### src/rtl/rnn_cell_fx.sv
// Fixed-point recurrent cell: h_t = act(U*x_t + W*h_{t-1}), y_t = V*h_t on one shared MAC.
// Define RNN_LEAKY_RELU_EN to swap ReLU for a leaky ReLU (negative slope 1/8).
module rnn_cell_fx #(
  parameter int DW   = 16,
  parameter int FRAC = 8,
  parameter int N    = 3,
  parameter int T    = 3
) (
  input  logic          clk,
  input  logic          rst,
  input  logic          in_valid_u,
  input  logic          in_valid_w,
  input  logic          in_valid_v,
  input  logic          in_valid_x,
  input  logic [DW-1:0] weight_u,
  input  logic [DW-1:0] weight_w,
  input  logic [DW-1:0] weight_v,
  input  logic [DW-1:0] data_x,
  output logic          out_valid,
  output logic [DW-1:0] out
);

  localparam int NN  = N * N;
  localparam int TN  = T * N;
  localparam int ACW = 2 * DW + $clog2(2 * N) + 1;
  localparam int MAW = (NN > 1) ? $clog2(NN) : 1;
  localparam int XAW = (TN > 1) ? $clog2(TN) : 1;
  localparam int HAW = (N > 1) ? $clog2(N) : 1;
  localparam int TW  = (T > 1) ? $clog2(T) : 1;
  localparam int MCW = $clog2(NN + 1);
  localparam int XCW = $clog2(TN + 1);
  localparam int KW  = $clog2(2 * N + 1);

  typedef enum logic [1:0] {LOAD, CALC_H, CALC_Y, OUT} state_t;
  state_t state, next_state;

  logic signed [DW-1:0] u_mem [NN];
  logic signed [DW-1:0] w_mem [NN];
  logic signed [DW-1:0] v_mem [NN];
  logic signed [DW-1:0] x_mem [TN];
  logic signed [DW-1:0] h_prev [N];
  logic signed [DW-1:0] h_new [N];
  logic signed [DW-1:0] y_buf [TN];

  logic [MCW-1:0] cnt_u, cnt_w, cnt_v;
  logic [XCW-1:0] cnt_x;
  logic [HAW-1:0] row;
  logic [KW-1:0]  col;
  logic [TW-1:0]  step;
  logic [XAW-1:0] out_idx;
  logic signed [ACW-1:0] acc;

  int row_i, col_i, step_i;
  assign row_i  = int'(row);
  assign col_i  = int'(col);
  assign step_i = int'(step);

  logic take_u, take_w, take_v, take_x, load_done;
  assign take_u = (state == LOAD) && in_valid_u && (cnt_u != MCW'(NN));
  assign take_w = (state == LOAD) && in_valid_w && (cnt_w != MCW'(NN));
  assign take_v = (state == LOAD) && in_valid_v && (cnt_v != MCW'(NN));
  assign take_x = (state == LOAD) && in_valid_x && (cnt_x != XCW'(TN));
  assign load_done = (cnt_u == MCW'(NN)) && (cnt_w == MCW'(NN)) &&
                     (cnt_v == MCW'(NN)) && (cnt_x == XCW'(TN));

  logic h_mac, y_mac, last_row, last_step, last_out;
  assign h_mac     = (state == CALC_H) && (col_i < 2 * N);
  assign y_mac     = (state == CALC_Y) && (col_i < N);
  assign last_row  = (row_i == N - 1);
  assign last_step = (step_i == T - 1);
  assign last_out  = (int'(out_idx) == TN - 1);

  // Operand select: U*x then W*h_prev for hidden rows, V*h_new for output rows.
  logic signed [DW-1:0] op_a, op_b;
  always_comb begin
    op_a = '0;
    op_b = '0;
    if (h_mac) begin
      if (col_i < N) begin
        op_a = u_mem[MAW'(row_i * N + col_i)];
        op_b = x_mem[XAW'(step_i * N + col_i)];
      end else begin
        op_a = w_mem[MAW'(row_i * N + col_i - N)];
        op_b = h_prev[HAW'(col_i - N)];
      end
    end else if (y_mac) begin
      op_a = v_mem[MAW'(row_i * N + col_i)];
      op_b = h_new[HAW'(col_i)];
    end
  end

  logic signed [2*DW-1:0] prod;
  logic signed [ACW-1:0]  prod_ext, shifted;
  logic signed [DW-1:0]   sat_val, act_val;
  logic                   fits;

  always_comb begin
    prod     = op_a * op_b;
    prod_ext = ACW'(prod);
    shifted  = acc >>> FRAC;
    fits     = (&shifted[ACW-1:DW-1]) | ~(|shifted[ACW-1:DW-1]);
    if (fits)
      sat_val = shifted[DW-1:0];
    else if (shifted[ACW-1])
      sat_val = {1'b1, {(DW-1){1'b0}}};
    else
      sat_val = {1'b0, {(DW-1){1'b1}}};
`ifdef RNN_LEAKY_RELU_EN
    act_val = sat_val[DW-1] ? (sat_val >>> 3) : sat_val;
`else
    act_val = sat_val[DW-1] ? '0 : sat_val;
`endif
  end

  always_ff @(posedge clk) begin
    if (rst) state <= LOAD;
    else     state <= next_state;
  end

  always_comb begin
    next_state = state;
    case (state)
      LOAD:   if (load_done) next_state = CALC_H;
      CALC_H: if (col_i == 2 * N && last_row) next_state = CALC_Y;
      CALC_Y: if (col_i == N && last_row) next_state = last_step ? OUT : CALC_H;
      OUT:    if (last_out) next_state = LOAD;
      default: next_state = LOAD;
    endcase
  end

  // Operand storage is reloaded every job, so it carries no reset.
  always_ff @(posedge clk) begin
    if (take_u) u_mem[MAW'(cnt_u)] <= weight_u;
    if (take_w) w_mem[MAW'(cnt_w)] <= weight_w;
    if (take_v) v_mem[MAW'(cnt_v)] <= weight_v;
    if (take_x) x_mem[XAW'(cnt_x)] <= data_x;
  end

  always_ff @(posedge clk) begin
    if (rst) begin
      cnt_u   <= '0;
      cnt_w   <= '0;
      cnt_v   <= '0;
      cnt_x   <= '0;
      row     <= '0;
      col     <= '0;
      step    <= '0;
      out_idx <= '0;
      acc     <= '0;
      for (int i = 0; i < N; i++) begin
        h_prev[i] <= '0;
        h_new[i]  <= '0;
      end
      for (int i = 0; i < TN; i++) y_buf[i] <= '0;
    end else begin
      if (take_u) cnt_u <= cnt_u + 1'b1;
      if (take_w) cnt_w <= cnt_w + 1'b1;
      if (take_v) cnt_v <= cnt_v + 1'b1;
      if (take_x) cnt_x <= cnt_x + 1'b1;
      case (state)
        LOAD: begin
          for (int i = 0; i < N; i++) h_prev[i] <= '0;
        end
        CALC_H: begin
          if (h_mac) begin
            acc <= acc + prod_ext;
            col <= col + 1'b1;
          end else begin
            h_new[row] <= act_val;
            acc <= '0;
            col <= '0;
            row <= last_row ? '0 : row + 1'b1;
          end
        end
        CALC_Y: begin
          if (y_mac) begin
            acc <= acc + prod_ext;
            col <= col + 1'b1;
          end else begin
            y_buf[XAW'(step_i * N + row_i)] <= sat_val;
            acc <= '0;
            col <= '0;
            if (last_row) begin
              // h_t becomes the recurrent operand only once all of y_t is done.
              row <= '0;
              for (int i = 0; i < N; i++) h_prev[i] <= h_new[i];
              step <= last_step ? '0 : step + 1'b1;
            end else begin
              row <= row + 1'b1;
            end
          end
        end
        OUT: begin
          if (last_out) begin
            out_idx <= '0;
            cnt_u   <= '0;
            cnt_w   <= '0;
            cnt_v   <= '0;
            cnt_x   <= '0;
          end else begin
            out_idx <= out_idx + 1'b1;
          end
        end
        default: ;
      endcase
    end
  end

  always_comb begin
    out_valid = (state == OUT);
    out       = out_valid ? y_buf[out_idx] : '0;
  end

endmodule

### config.mk
export PLATFORM = sky130hd
export DESIGN_NAME = rnn_cell_fx
export DESIGN_NICKNAME = d
export VERILOG_FILES = /design/src/rtl/rnn_cell_fx.sv
export SDC_FILE = /design/constraint.sdc
export NUM_CORES = 2
export LEC_CHECK = 0
export ABC_AREA = 1
export CORE_ASPECT_RATIO = 1.2
export CORE_MARGIN = 2
export CORE_UTILIZATION = 45
export CTS_BUF_LIST = sky130_fd_sc_hd__clkbuf_16
export DETAILED_ROUTE_END_ITERATION = 12
export PLACE_DENSITY = 0.71
export SLEW_MARGIN = 20
export SYNTH_ARGS = -nofsm -noshare
export SYNTH_HDL_FRONTEND = slang
export SYNTH_SLANG_ARGS = --single-unit
### constraint.sdc
create_clock -name clk -period 10.3 [get_ports clk]
set_clock_uncertainty 0.1 [all_clocks]
set_input_delay 1.03 -clock clk [delete_from_list [all_inputs] [get_ports clk]]
set_output_delay 1.03 -clock clk [all_outputs]
set_load 0.005 [all_outputs]
==> impl_metrics.env <==
export IMPL_slew_viol_final=0
export IMPL_row_count=139
export IMPL_setup_violations=0
export IMPL_avgViaCountPerCell=5.650
export IMPL_leakagePower_nw=23.17
export IMPL_final_common_cell="edfxtp_1"
export IMPL_clk_pin_slew_ns=0.06
export IMPL_rsz0062_at_grt="no"
export IMPL_cts_root_buffer="clkbuf_16"
export IMPL_slew_headroom_pct=27.14
export IMPL_dr_first_iter_drc_count=3743
export IMPL_synth_edf_count=937
export IMPL_async_reset_ff_share_pct=0
export IMPL_antenna_found_initial=8
export IMPL_worstPathBufferInverterCount=9
export IMPL_grt_ovfl_total=0
export IMPL_ys_types=52
export IMPL_routed_wl_mm=140.3
export IMPL_drc=0
export IMPL_ys_seq_area_share_pct=54.67
export IMPL_core_region_area_sq_um=119500
export IMPL_syn_area_sq_um=54070
export IMPL_pre_cts_slack_ns=0.9792
export IMPL_end_kind="flop"
export IMPL_vias=37590
export IMPL_drive_gt1_share_pct=8.350
export IMPL_final_cell_mix="edfxtp_1, nand2_1, nor2_1"
export IMPL_finalCritPeriodShare_pct=91.50
export IMPL_grt_usage_pct=22.77
export IMPL_max_clock_freq_mhz=106.1
export IMPL_max_stage_delay_ns=0.82
export IMPL_status="finished, final reports clean"
export IMPL_finalHoldViolCount=0
export IMPL_stdcell_area_sq_um=59940
export IMPL_drt_first_pass_iters=8
export IMPL_nets=5562
export IMPL_cts_max_path_buffers=3
export IMPL_hold_slack_ns=0.3773
export IMPL_grt_pass1_vias=38290
export IMPL_worst_pin_slew_ns=1.092
export IMPL_peakVddDrop_uv=216.7
export IMPL_layout_setup_ws_ns=0.8759
export IMPL_syn_inst=4976
export IMPL_cts_tree="yes"
export IMPL_grt_first_pass_wirelength_mm=216.6
export IMPL_area_growth_pct=10.85
export IMPL_hold_path_class="reg2reg"
export IMPL_critical_path_required_ns=10.80
export IMPL_final_setup_tns_ns=0
export IMPL_num_io_pins=87
export IMPL_critical_path_class="reg2reg"
export IMPL_initial_core_util_pct=45.25
export IMPL_crit_arrival_ns=9.92
export IMPL_cp_top_family="adder cells"
export IMPL_r2r_slack_ns=0.88
export IMPL_slowest_stage="fa_1"
export IMPL_synth_nets=5515
export IMPL_cp_max_fo=18
export IMPL_cpMostUsedCell="inv_1"
export IMPL_synthFlopType="edfxtp_1"
export IMPL_clk_latency_ns=0.73
export IMPL_wl_per_cell_microns=21.09
export IMPL_die_y_microns=383.7
export IMPL_numPortBuffers=86
export IMPL_clock_sinks=1008
export IMPL_syn_avg_cell_area_sq_um=10.87
export IMPL_post_cts_buffers=0
export IMPL_dp_hpwl_mm=93.33
export IMPL_antenna_left=0
export IMPL_cts_resized=0
export IMPL_dieArea_sq_um=123000
export IMPL_grt_max_degree=92
export IMPL_p_per_area_nw_per_um2=187.2
export IMPL_dpl_cell_area_sq_um=56680
export IMPL_yosys_warnings=0
export IMPL_die_w_microns=320.4
export IMPL_drv_cap=0
export IMPL_start_kind="flop"
export IMPL_cts_hold_buf=0
export IMPL_synth_seq_cells=1008
export IMPL_cts_buffers=100
export IMPL_gp_congestion=0.9468
export IMPL_ctsHtreeMaxLevel=3
export IMPL_period_needed_ns=9.424
[state kept, by name, indices dropped and copies added (netlist names), 36 cells and up, named ones only]
signal  cells
acc        36
w_mem     144
v_mem     144
y_buf     256
u_mem     144
h_prev     45
h_new      60
x_mem     144
[Yosys cell counts, drive strengths merged (2+ instances only)]
| cell type | count | area, sq um |
|---|---|---|
| o311ai | 7 | 61.31 |
| nand3b | 5 | 37.54 |
| o21a | 6 | 45.04 |
| nand2 | 708 | 2668 |
| xor2 | 15 | 131.4 |
| nand3 | 219 | 1101 |
| fa | 319 | 6386 |
| a21oi | 240 | 1272 |
| a22oi | 27 | 202.7 |
| o221ai | 105 | 919.6 |
| o211ai | 46 | 380.4 |
| nand4 | 6 | 37.54 |
| xnor2 | 2 | 17.52 |
| nor4 | 11 | 68.82 |
| a21boi | 2 | 15.01 |
| nor3 | 42 | 210.2 |
| or2 | 15 | 93.84 |
| dfxtp | 71 | 1421 |
| a32o | 20 | 200.2 |
| nor2 | 733 | 2982 |
| ha | 150 | 1877 |
| inv | 622 | 2347 |
| edfxtp | 937 | 28140 |
| o21bai | 7 | 52.55 |
| o21ai | 344 | 1722 |
| clkbuf | 108 | 405.4 |
| clkinv | 17 | 63.81 |
| a211oi | 7 | 52.55 |
| a32oi | 13 | 113.9 |
| buf | 131 | 778.2 |
| o22ai | 18 | 112.6 |
| a21o | 3 | 22.52 |
| a31oi | 14 | 87.58 |
[routing by layer]
metal,vias up,global-route usage [%],wire length [microns]
li1,16980,-,-
met1,18570,27.86,53120
met3,404,3.617,10970
met4,8,12.09,7226
met5,-,0,51
met2,1632,38.87,68940
[tightest hold or removal path, delay by kind of cell (launching register included)]
kind / cells / cell delay, ns
compound gates: 1 / 0.06
flops: 1 / 0.31
simple gates: 1 / 0.06
[report_power, final]
| part | switching (mW) | internal [mW] |
|---|---|---|
| registers | 0.0562 | 4.68 |
| clock network | 1.59 | 2.00 |
| logic | 2.04 | 0.841 |
| total | 3.69 | 7.53 |
[cell type report]
type,count,area (sq um)
clock inverter,80,710.7
sequential,1008,29560
multi-input combinational,3090,21150
fill,10310,59540
inverter,639,2417
antenna,1,2.502
clock buffer,101,2527
tap,1551,1941
timing repair buffer,184,1629
[worst paths after layout]
path                  end  startpoint  depth (start not counted)
setup / recovery  acc[34]      row[0]                         34
hold / removal     acc[0]      acc[0]                          2
setup reg to reg  acc[34]      row[0]                         34
hold reg to reg    acc[0]      acc[0]                          2
[cells by family after synthesis]
logic type	Yosys count	share of synthesized area, %
AOI/OAI and AO/OA	863	9.793
xor gates and xnor gates	17	0.2754
adders and majority gates	469	15.28
buffers and inverters	878	6.648
DFF	1008	54.67
and+or+nand+nor	1741	13.34
[stage by stage]
stage,std cells,power (mW),utilization (%)
2_1_floorplan,4976,6.769,-
3_3_place_gp,6472,7.590,47.44
3_5_place_dp,6472,7.666,47.44
4_1_cts,6653,11.23,50.15
5_1_grt,6653,11.70,50.16
6_report,6654,11.22,50.16
Note: power is estimated with default switching activity, not from simulation.
